===== src/rtl/mac_pkg.sv =====
// Shared MAC-array types and constants for the psum accumulation path.
// Imported by the accumulator sequencer and its tile counter.
package mac_pkg;

    typedef enum logic [1:0] {
        IDLE,
        BIAS,
        STREAM,
        DONE
    } acc_seq_state_t;

    localparam int MAC_PSUM_W  = 32;
    localparam int MAC_VEC_MAX = 64;

endpackage


===== src/rtl/mac_accum_tile_cnt.sv =====
// Nested element/group counters for one accumulation job.
// Flags mark the last element of a group and the final group of a job.
module mac_accum_tile_cnt
    import mac_pkg::*;
#(
    parameter int VEC_W = 7,
    parameter int GRP_W = 8
) (
    input  logic             i_clk,
    input  logic             i_reset,
    input  logic             i_clear,
    input  logic             i_advance,
    input  logic [VEC_W-1:0] i_vec_last,
    input  logic [GRP_W-1:0] i_grp_last,
    output logic             o_last_elem,
    output logic             o_last_grp
);

    logic [VEC_W-1:0] r_elem_cnt;
    logic [GRP_W-1:0] r_grp_cnt;

    assign o_last_elem = (r_elem_cnt == i_vec_last);
    assign o_last_grp  = (r_grp_cnt == i_grp_last);

    always_ff @(posedge i_clk or negedge i_reset) begin
        if (!i_reset) begin
            r_elem_cnt <= '0;
            r_grp_cnt  <= '0;
        end else if (i_clear) begin
            r_elem_cnt <= '0;
            r_grp_cnt  <= '0;
        end else if (i_advance) begin
            if (o_last_elem) begin
                r_elem_cnt <= '0;
                r_grp_cnt  <= o_last_grp ? '0 : r_grp_cnt + GRP_W'(1);
            end else begin
                r_elem_cnt <= r_elem_cnt + VEC_W'(1);
            end
        end
    end

endmodule


===== src/rtl/mac_accum_seq_ctrl.sv =====
// Sequencer feeding bias and psum beats with end markers to the accumulator.
// Optional MAC_ACCUM_SEQ_CTRL_PERF_EN adds a saturating stall counter.
module mac_accum_seq_ctrl
    import mac_pkg::*;
#(
    parameter int DATA_W = MAC_PSUM_W,
    parameter int VEC_W  = 7,
    parameter int GRP_W  = 8
) (
    input  logic              i_clk,
    input  logic              i_reset,
    input  logic              i_cfg_valid,
    output logic              o_cfg_ready,
    input  logic [VEC_W-1:0]  i_cfg_vec_len,
    input  logic [GRP_W-1:0]  i_cfg_num_grp,
    input  logic              i_cfg_bias_en,
    input  logic [DATA_W-1:0] i_cfg_bias_data,
    input  logic              i_mac_valid,
    output logic              o_mac_ready,
    input  logic [DATA_W-1:0] i_mac_data,
    output logic              o_bias_enable,
    output logic              o_bias_valid,
    input  logic              i_bias_ready,
    output logic [DATA_W-1:0] o_bias_data,
    output logic              o_psum_valid,
    input  logic              i_psum_ready,
    output logic [DATA_W-1:0] o_psum_data,
    output logic              o_inter_end,
    output logic              o_accum_end,
    output logic              o_busy,
`ifdef MAC_ACCUM_SEQ_CTRL_PERF_EN
    output logic              o_done,
    output logic [31:0]       o_stall_cnt
`else
    output logic              o_done
`endif
);

    acc_seq_state_t    r_state;
    logic              r_cfg_ready;
    logic              r_bias_enable;
    logic              r_bias_valid;
    logic [DATA_W-1:0] r_bias_data;
    logic              r_busy;
    logic              r_done;
    logic [VEC_W-1:0]  r_vec_last;
    logic [GRP_W-1:0]  r_grp_last;

    logic w_stream;
    logic w_cfg_fire;
    logic w_psum_fire;
    logic w_last_elem;
    logic w_last_grp;

    assign w_stream    = (r_state == STREAM);
    assign w_cfg_fire  = i_cfg_valid & r_cfg_ready;
    assign w_psum_fire = w_stream & i_mac_valid & i_psum_ready;

    assign o_cfg_ready   = r_cfg_ready;
    assign o_bias_enable = r_bias_enable;
    assign o_bias_valid  = r_bias_valid;
    assign o_bias_data   = r_bias_data;
    assign o_busy        = r_busy;
    assign o_done        = r_done;

    assign o_psum_valid = w_stream & i_mac_valid;
    assign o_mac_ready  = w_stream & i_psum_ready;
    assign o_psum_data  = i_mac_data;
    assign o_inter_end  = w_stream & w_last_elem;
    assign o_accum_end  = w_stream & w_last_grp;

    mac_accum_tile_cnt #(
        .VEC_W (VEC_W),
        .GRP_W (GRP_W)
    ) u_cnt (
        .i_clk       (i_clk),
        .i_reset     (i_reset),
        .i_clear     (w_cfg_fire),
        .i_advance   (w_psum_fire),
        .i_vec_last  (r_vec_last),
        .i_grp_last  (r_grp_last),
        .o_last_elem (w_last_elem),
        .o_last_grp  (w_last_grp)
    );

    // Lengths are stored as last index so 0 maps to 64 elements / 1 group.
    always_ff @(posedge i_clk or negedge i_reset) begin
        if (!i_reset) begin
            r_state       <= IDLE;
            r_cfg_ready   <= 1'b1;
            r_bias_enable <= 1'b0;
            r_bias_valid  <= 1'b0;
            r_bias_data   <= '0;
            r_busy        <= 1'b0;
            r_done        <= 1'b0;
            r_vec_last    <= '0;
            r_grp_last    <= '0;
        end else begin
            unique case (r_state)
                IDLE: begin
                    if (w_cfg_fire) begin
                        r_vec_last    <= (i_cfg_vec_len == '0)
                                       ? VEC_W'(MAC_VEC_MAX - 1)
                                       : i_cfg_vec_len - VEC_W'(1);
                        r_grp_last    <= (i_cfg_num_grp == '0)
                                       ? '0
                                       : i_cfg_num_grp - GRP_W'(1);
                        r_bias_enable <= i_cfg_bias_en;
                        r_bias_data   <= i_cfg_bias_data;
                        r_bias_valid  <= i_cfg_bias_en;
                        r_cfg_ready   <= 1'b0;
                        r_busy        <= 1'b1;
                        r_state       <= i_cfg_bias_en ? BIAS : STREAM;
                    end
                end
                BIAS: begin
                    if (i_bias_ready) begin
                        r_bias_valid <= 1'b0;
                        r_state      <= STREAM;
                    end
                end
                STREAM: begin
                    if (w_psum_fire && w_last_elem && w_last_grp) begin
                        r_done  <= 1'b1;
                        r_state <= DONE;
                    end
                end
                DONE: begin
                    r_done      <= 1'b0;
                    r_busy      <= 1'b0;
                    r_cfg_ready <= 1'b1;
                    r_state     <= IDLE;
                end
                default: begin
                    r_state <= IDLE;
                end
            endcase
        end
    end

`ifdef MAC_ACCUM_SEQ_CTRL_PERF_EN
    logic [31:0] r_stall_cnt;

    assign o_stall_cnt = r_stall_cnt;

    always_ff @(posedge i_clk or negedge i_reset) begin
        if (!i_reset) begin
            r_stall_cnt <= '0;
        end else if (w_cfg_fire) begin
            r_stall_cnt <= '0;
        end else if (w_stream && i_mac_valid && !i_psum_ready
                     && r_stall_cnt != '1) begin
            r_stall_cnt <= r_stall_cnt + 32'd1;
        end
    end
`endif

endmodule


===== config.mk =====
export PLATFORM = sky130hd
export DESIGN_NAME = mac_accum_seq_ctrl
export DESIGN_NICKNAME = d
export VERILOG_FILES = /design/src/rtl/mac_pkg.sv /design/src/rtl/mac_accum_tile_cnt.sv /design/src/rtl/mac_accum_seq_ctrl.sv
export SDC_FILE = /design/constraint.sdc
export NUM_CORES = 1
export LEC_CHECK = 0
export BUFFER_PORTS_ARGS = -buffer_cell sky130_fd_sc_hd__buf_2
export CAP_MARGIN = 40
export CORE_MARGIN = 2
export CORE_UTILIZATION = 51
export DETAILED_ROUTE_END_ITERATION = 10
export HOLD_SLACK_MARGIN = 0.06
export PLACE_DENSITY = 0.95
export SLEW_MARGIN = 20
export SYNTH_ARGS = -nofsm -noshare
export SYNTH_HDL_FRONTEND = slang
export SYNTH_SLANG_ARGS = --single-unit
export TNS_END_PERCENT = 50

===== constraint.sdc =====
create_clock -name i_clk -period 4.2 [get_ports i_clk]
set_input_delay 1.26 -clock i_clk [delete_from_list [all_inputs] [get_ports i_clk]]
set_output_delay 1.26 -clock i_clk [all_outputs]
set_load 0.03 [all_outputs]

-- After elaboration in Yosys (flattened, before gate mapping)
Index checks and enable logic that the tools add are counted.
- add/sub/neg operators: 4
- equality and inequality tests: 8
- multiplexer cells: 23
- bitwise logic cells: 6
- reductions and logical operators: 16
- operator list (cell ; number):
    two-way mux 8 bit ; 5
    two-way mux 7 bit ; 4
    nonzero test 2 bit ; 5
    adder 8 x 1 -> 8 bit, second input constant ; 1
    equality test 8 bit ; 1
    logical NOT 8 bit ; 1
    two-way mux 2 bit ; 4
    case mux 1 bit (2 select lines) ; 4
    case mux 2 bit (4 select lines) ; 1
    AND reduction 2 bit ; 4
    subtractor 8 x 1 -> 8 bit, second input constant ; 1
    adder 7 x 1 -> 7 bit, second input constant ; 1
    equality test 7 bit ; 1
    logical NOT 7 bit ; 1
    subtractor 7 x 1 -> 7 bit, second input constant ; 1
    AND 1 bit ; 6
    AND reduction 3 bit ; 2
    two-way mux 1 bit ; 5
    equality test 2 bit, second input constant ; 2
    != test 2 x 1 -> 1 bit, second input constant ; 2
    equality test 2 x 1 -> 1 bit, second input constant ; 1
    logical AND 1 bit ; 2
    logical NOT 2 bit ; 1
    != test 2 bit, second input constant ; 1
- flip-flop bits (word level): 69
- word-level logic and storage cells: 68

-- Longest topological paths before layout
- depth in word-level cells: 7
- mapped depth: 9

-- Modules after synthesis
Synthesis repeated with hierarchy kept, for this count alone.
- cells, all modules: 414
- area, all modules: 3758.6 um2
- modules (own cells, without submodules) (module ; instances ; cells an instance ; area each (um2) ; seq. area each (um2)):
    mac_accum_seq_ctrl ; 1 ; 312 ; 2805.2 ; 1352.5
    mac_accum_tile_cnt ; 1 ; 102 ; 953.4 ; 375.4

-- Least setup slack after synthesis
Ideal clock, no wire load.
- kind: reg-to-output
- from: register u_cnt.r_elem_cnt[2]
- to: output port o_inter_end
- arrival time: 1.655 ns
- required time: 2.940 ns
- slack: 1.285 ns
- stages on the path, launching flop included: 4
- cell sequence: dfrtp_1 -> xor2_1 -> or3_1 -> nor3_1
- word-level cells in the longest chain between the ends: 2
- RTL lines (item ; RTL line ; source):
    from (decl) ; mac_accum_tile_cnt.sv:19 ; logic [VEC_W-1:0] r_elem_cnt;
    from (signal assigned) ; mac_accum_tile_cnt.sv:37 ; r_elem_cnt <= r_elem_cnt + VEC_W'(1);
    equality test 7 bit ; mac_accum_tile_cnt.sv:22 ; assign o_last_elem = (r_elem_cnt == i_vec_last);
    AND 1 bit ; mac_accum_seq_ctrl.sv:69 ; assign o_inter_end = w_stream & w_last_elem;
    to (decl) ; mac_accum_seq_ctrl.sv:28 ; output logic o_inter_end,
Every way passes these cells.

-- Final worst setup path
Ends and elaborated chain as after synthesis.

==> results by stage <==
Synth:
- The top cell type's share of synthesized area is 0.4794.
- Ranked by total cell area, the synthesized netlist is headed by sky130_fd_sc_hd__dfrtp_1, sky130_fd_sc_hd__nand2_1, sky130_fd_sc_hd__buf_4.
- The cell count after synthesis is roughly 400.
- The total standard cell area after synthesis is 3550 um^2.
- The post-synthesis cell type count is 36.
- The number of warning messages in the yosys log is 0.
- The cell type with the highest aggregate area in the netlist is sky130_fd_sc_hd__dfrtp_1.
- The number of nets in the synthesized netlist is 490.
- For this run, the leading register cell type out of synthesis is sky130_fd_sc_hd__dfrtp_1.
- The count of flip-flops with a built-in enable after synthesis is 0.
- After synthesis, the most frequently instantiated cells are sky130_fd_sc_hd__nand2_1, sky130_fd_sc_hd__dfrtp_1, sky130_fd_sc_hd__buf_4, sky130_fd_sc_hd__o21ai_0, sky130_fd_sc_hd__xnor2_1.
- A synthesized cell averages approximately 9.0 um^2.
- After synthesis, the share of flip-flops with an asynchronous set or reset is 1.000.
- After synthesis the netlist holds a flip-flop and latch count of 69.
- The most common cell in the synthesized netlist is sky130_fd_sc_hd__nand2_1.
- The share of the Yosys chip area taken by registers is 0.4868.

Timing:
- Setup slack closes at 1.045 ns.
- For the final database, setup skew stands at around 0.011 ns.
- Summed over all failing endpoints, the final setup total negative slack is 0 ns.
- The fraction of the cycle the final worst path needs is 0.7512.
- The routed design could run at a clock period as short as 3.155 ns.
- The number of failing setup endpoints in the final timing report is 0.
- For the pin with the worst max-slew slack, the measured transition is 0.7189 ns.
- Timing would allow up to 317.0 MHz.
- The final hold violation count came to 0.
- Setup repair after global routing left no endpoint under its margin.
- The worst max-slew margin expressed relative to the limit is 0.5202.
- The max-slew violation count was 0.
- The post-route worst hold slack is around 0.47 ns.

GRT:
- The wire length of the first global-routing pass is 12640 um.
- The maximum number of pins on one net before global-route repair is 46.
- The number of antenna violations at the first check in global routing is 0.
- The total global routing overflow is 0.
- The via count of the first global-routing pass came to 2958.
- The aggregate global-route resource usage is 0.2125.

Clocking:
- TritonCTS created 9 clock buffers.
- Gates resized during post-CTS repair numbered 0.
- The clock passes through at most 2 buffers.
- The worst-skew pair later-pin latency is 0.35 ns.
- The clock drives 69 sinks.
- CTS built an H-tree with a depth of 3.
- Buffers inserted to repair hold after CTS numbered 0.
- The root buffer selected by CTS is sky130_fd_sc_hd__clkbuf_8.
- The register clock-pin slew on the reported worst setup and hold paths is 0.08 ns.
- The number of setup buffers added after CTS is 0.
- TritonCTS built the clock tree.

Finish:
- The fraction of final layout cells sized beyond drive strength 1 is 0.2592.
- The total number of nets in the final design is 554.
- The area growth from synthesis to layout is 15.54%.
- For this run, the share of the core covered by cells in the final layout is 0.6070.
- The number of antenna diodes in the final layout is 0.
- With fillers left out, the area of the finished cells amounts to 4101 um^2.
- The count of cells in the finished layout, fillers not included, comes to 543.
- The number of fill cells is 565.

Setup path:
- In this run the worst path has a maximum fanout of 5.
- The launch instance of the worst register-to-register path is r_state[0]$_DFFE_PN0P_.
- The worst endpoint data arrival time is approximately 1.9 ns.
- The worst setup path startpoint is u_cnt.r_elem_cnt[2]$_DFFE_PN0P_.
- The reg-to-reg setup timing slack is 1.55 ns.
- Counting cells, the worst reg-to-reg path comes to 7.
- In this run the worst setup path terminates at o_inter_end.
- The class of the most critical setup path is register to output pin.
- The capture point of the worst reg-to-reg path is u_cnt.r_grp_cnt[0]$_DFFE_PN0P_.
- The worst setup path is captured at an output pin.
- For the worst setup path, the data required time is a little under 3 ns.
- The worst setup path is launched from a register.

Place:
- The placed cell count is 528.
- The count of buffers from port buffering is between 90 and 100.
- After legalization and detailed placement, the total HPWL measured 5753 um.
- The congestion estimate from routability-driven global placement came to between 0.8 and 0.9.
- Before CTS, the worst setup slack after placement is ~1.1 ns.
- Summing all placed instances gives a cell area of 3874 um^2.

Floorplanning:
- In this run the standard cell core region covers 6756 um^2.
- The number of placement rows is 30.
- Pin placement for this block handled around 160 I/O pins.
- The width of the chip is 87.43 um.
- The die is 87.43 um tall.
- The initial standard-cell utilization of the core is 0.5254.
- The floorplan step defined a die boundary enclosing 7643 um^2.

Route:
- The final route contains 2875 vias.
- The post-detailed-route DRC marker count is 0.
- The detailed router finished its first iteration with 217 violations.
- The number of nets with antenna violations after routing is 0.
- The detailed-router iteration count before antenna repair is 4.
- For this block, the routed nets add up to 7654 um of wire.
- Dividing the detail-routed via count by the number of cells gives ~5.3.
- After detailed routing, the average wire length per cell comes to 14.10 um.

Hold path:
- The path class of the tightest hold or removal check is register to register.

Pwr:
- Overall power consumption after layout is estimated at between 2 and 3 mW.
- Dividing total power by cell area gives a power density of 726.4 nW/um^2.
- IR analysis of the VDD net gives a maximum drop of around 0.00036 V.
- The leakage power figure is 2.173 nW.

Flow run:
- The tool flagged a number of max-cap violations equal to 0.

Outcome:
- The flow ran to the end, and the final reports show no timing, DRC or antenna violations.
==> critical path: stages (launching register included) <==
cell and delay, ns:
sky130_fd_sc_hd__dfrtp_1 0.46, sky130_fd_sc_hd__xor2_1 0.23, sky130_fd_sc_hd__or3_1 0.40, sky130_fd_sc_hd__nor3_1 0.22, sky130_fd_sc_hd__buf_2 0.24
==> cell families (layout without fill, tap and decap cells) <==
family          count (synthesis)  in the layout  share of synthesized area
simple gates                  179            179                     0.2147
fa+ha+maj                       9              9                    0.03172
compound gates                 51             51                    0.08954
buf+inv                        54            122                    0.09411
flops                          69             69                     0.4868
mux                             4              4                    0.01163
xor+xnor                       29             29                    0.07155
==> layout by cell type (no fill, tap or decap), drive strengths merged, types with 4 or more instances in the layout <==
master / synthesis / routed
nand4: 4 / 4
a21oi: 9 / 9
clkbuf: 10 / 10
nor4: 4 / 4
xnor2: 19 / 19
dfrtp: 68 / 68
a22o: 7 / 7
nand2: 127 / 127
ha: 9 / 9
nor2: 14 / 14
inv: 10 / 10
nand3: 6 / 6
and3: 5 / 5
buf: 34 / 97
xor2: 10 / 10
nor3: 4 / 4
nor2b: 7 / 7
o21ai: 28 / 28
==> metal layers <==
metal | vias to the layer above | track usage | routed length [um]
met2 | 102 | 0.3478 | 3769
met3 | 26 | 0.06161 | 512
met1 | 1363 | 0.2503 | 3166
li1 | 1384 | - | -
met4 | 0 | 0.1175 | 205
met5 | - | 0 | 0
==> flip-flops by register name, indices dropped and copies added (netlist names) <==
signal / count
o_bias_data: 32
o_done: 1
u_cnt.r_elem_cnt: 7
u_cnt.r_grp_cnt: 8
o_cfg_ready: 1
r_vec_last: 7
r_state: 2
o_bias_enable: 1
r_grp_last: 8
o_bias_valid: 1
o_busy: 1
==> power breakdown <==
group | switching (mW) | internal [mW] | leakage [nW]
logic | 0.828 | 0.413 | 1.18
clock network | 0.241 | 0.389 | 0.116
registers | 0.180 | 0.927 | 0.882
total | 1.25 | 1.73 | 2.17
==> worst min path at each step <==
stage / from / endpoint / slack, ns / cells after the start
finish: o_bias_data[2]$_DFFE_PN0P_ / o_bias_data[2]$_DFFE_PN0P_ / 0.47 / 2
global placement: o_bias_data[2]$_DFFE_PN0P_ / o_bias_data[2]$_DFFE_PN0P_ / 0.45 / 2
floorplan: r_vec_last[0]$_DFFE_PN0P_ / r_vec_last[0]$_DFFE_PN0P_ / 0.46 / 2
CTS: o_bias_data[2]$_DFFE_PN0P_ / o_bias_data[2]$_DFFE_PN0P_ / 0.48 / 2
detailed placement: o_bias_data[2]$_DFFE_PN0P_ / o_bias_data[2]$_DFFE_PN0P_ / 0.46 / 2
global route: o_bias_data[29]$_DFFE_PN0P_ / o_bias_data[29]$_DFFE_PN0P_ / 0.50 / 2
==> area by class of cell <==
cell class	instances	area, um^2	area share
sequential	69	1728	0.4213
inverter	10	37.54	0.009152
clock buffer	10	127.6	0.03112
tap	80	100.1	0.02441
timing repair buffer	97	513.0	0.1251
clock inverter	5	100.1	0.02441
multi-input combinational	272	1495	0.3646
No activity file was read; power rests on OpenSTA's default activity.
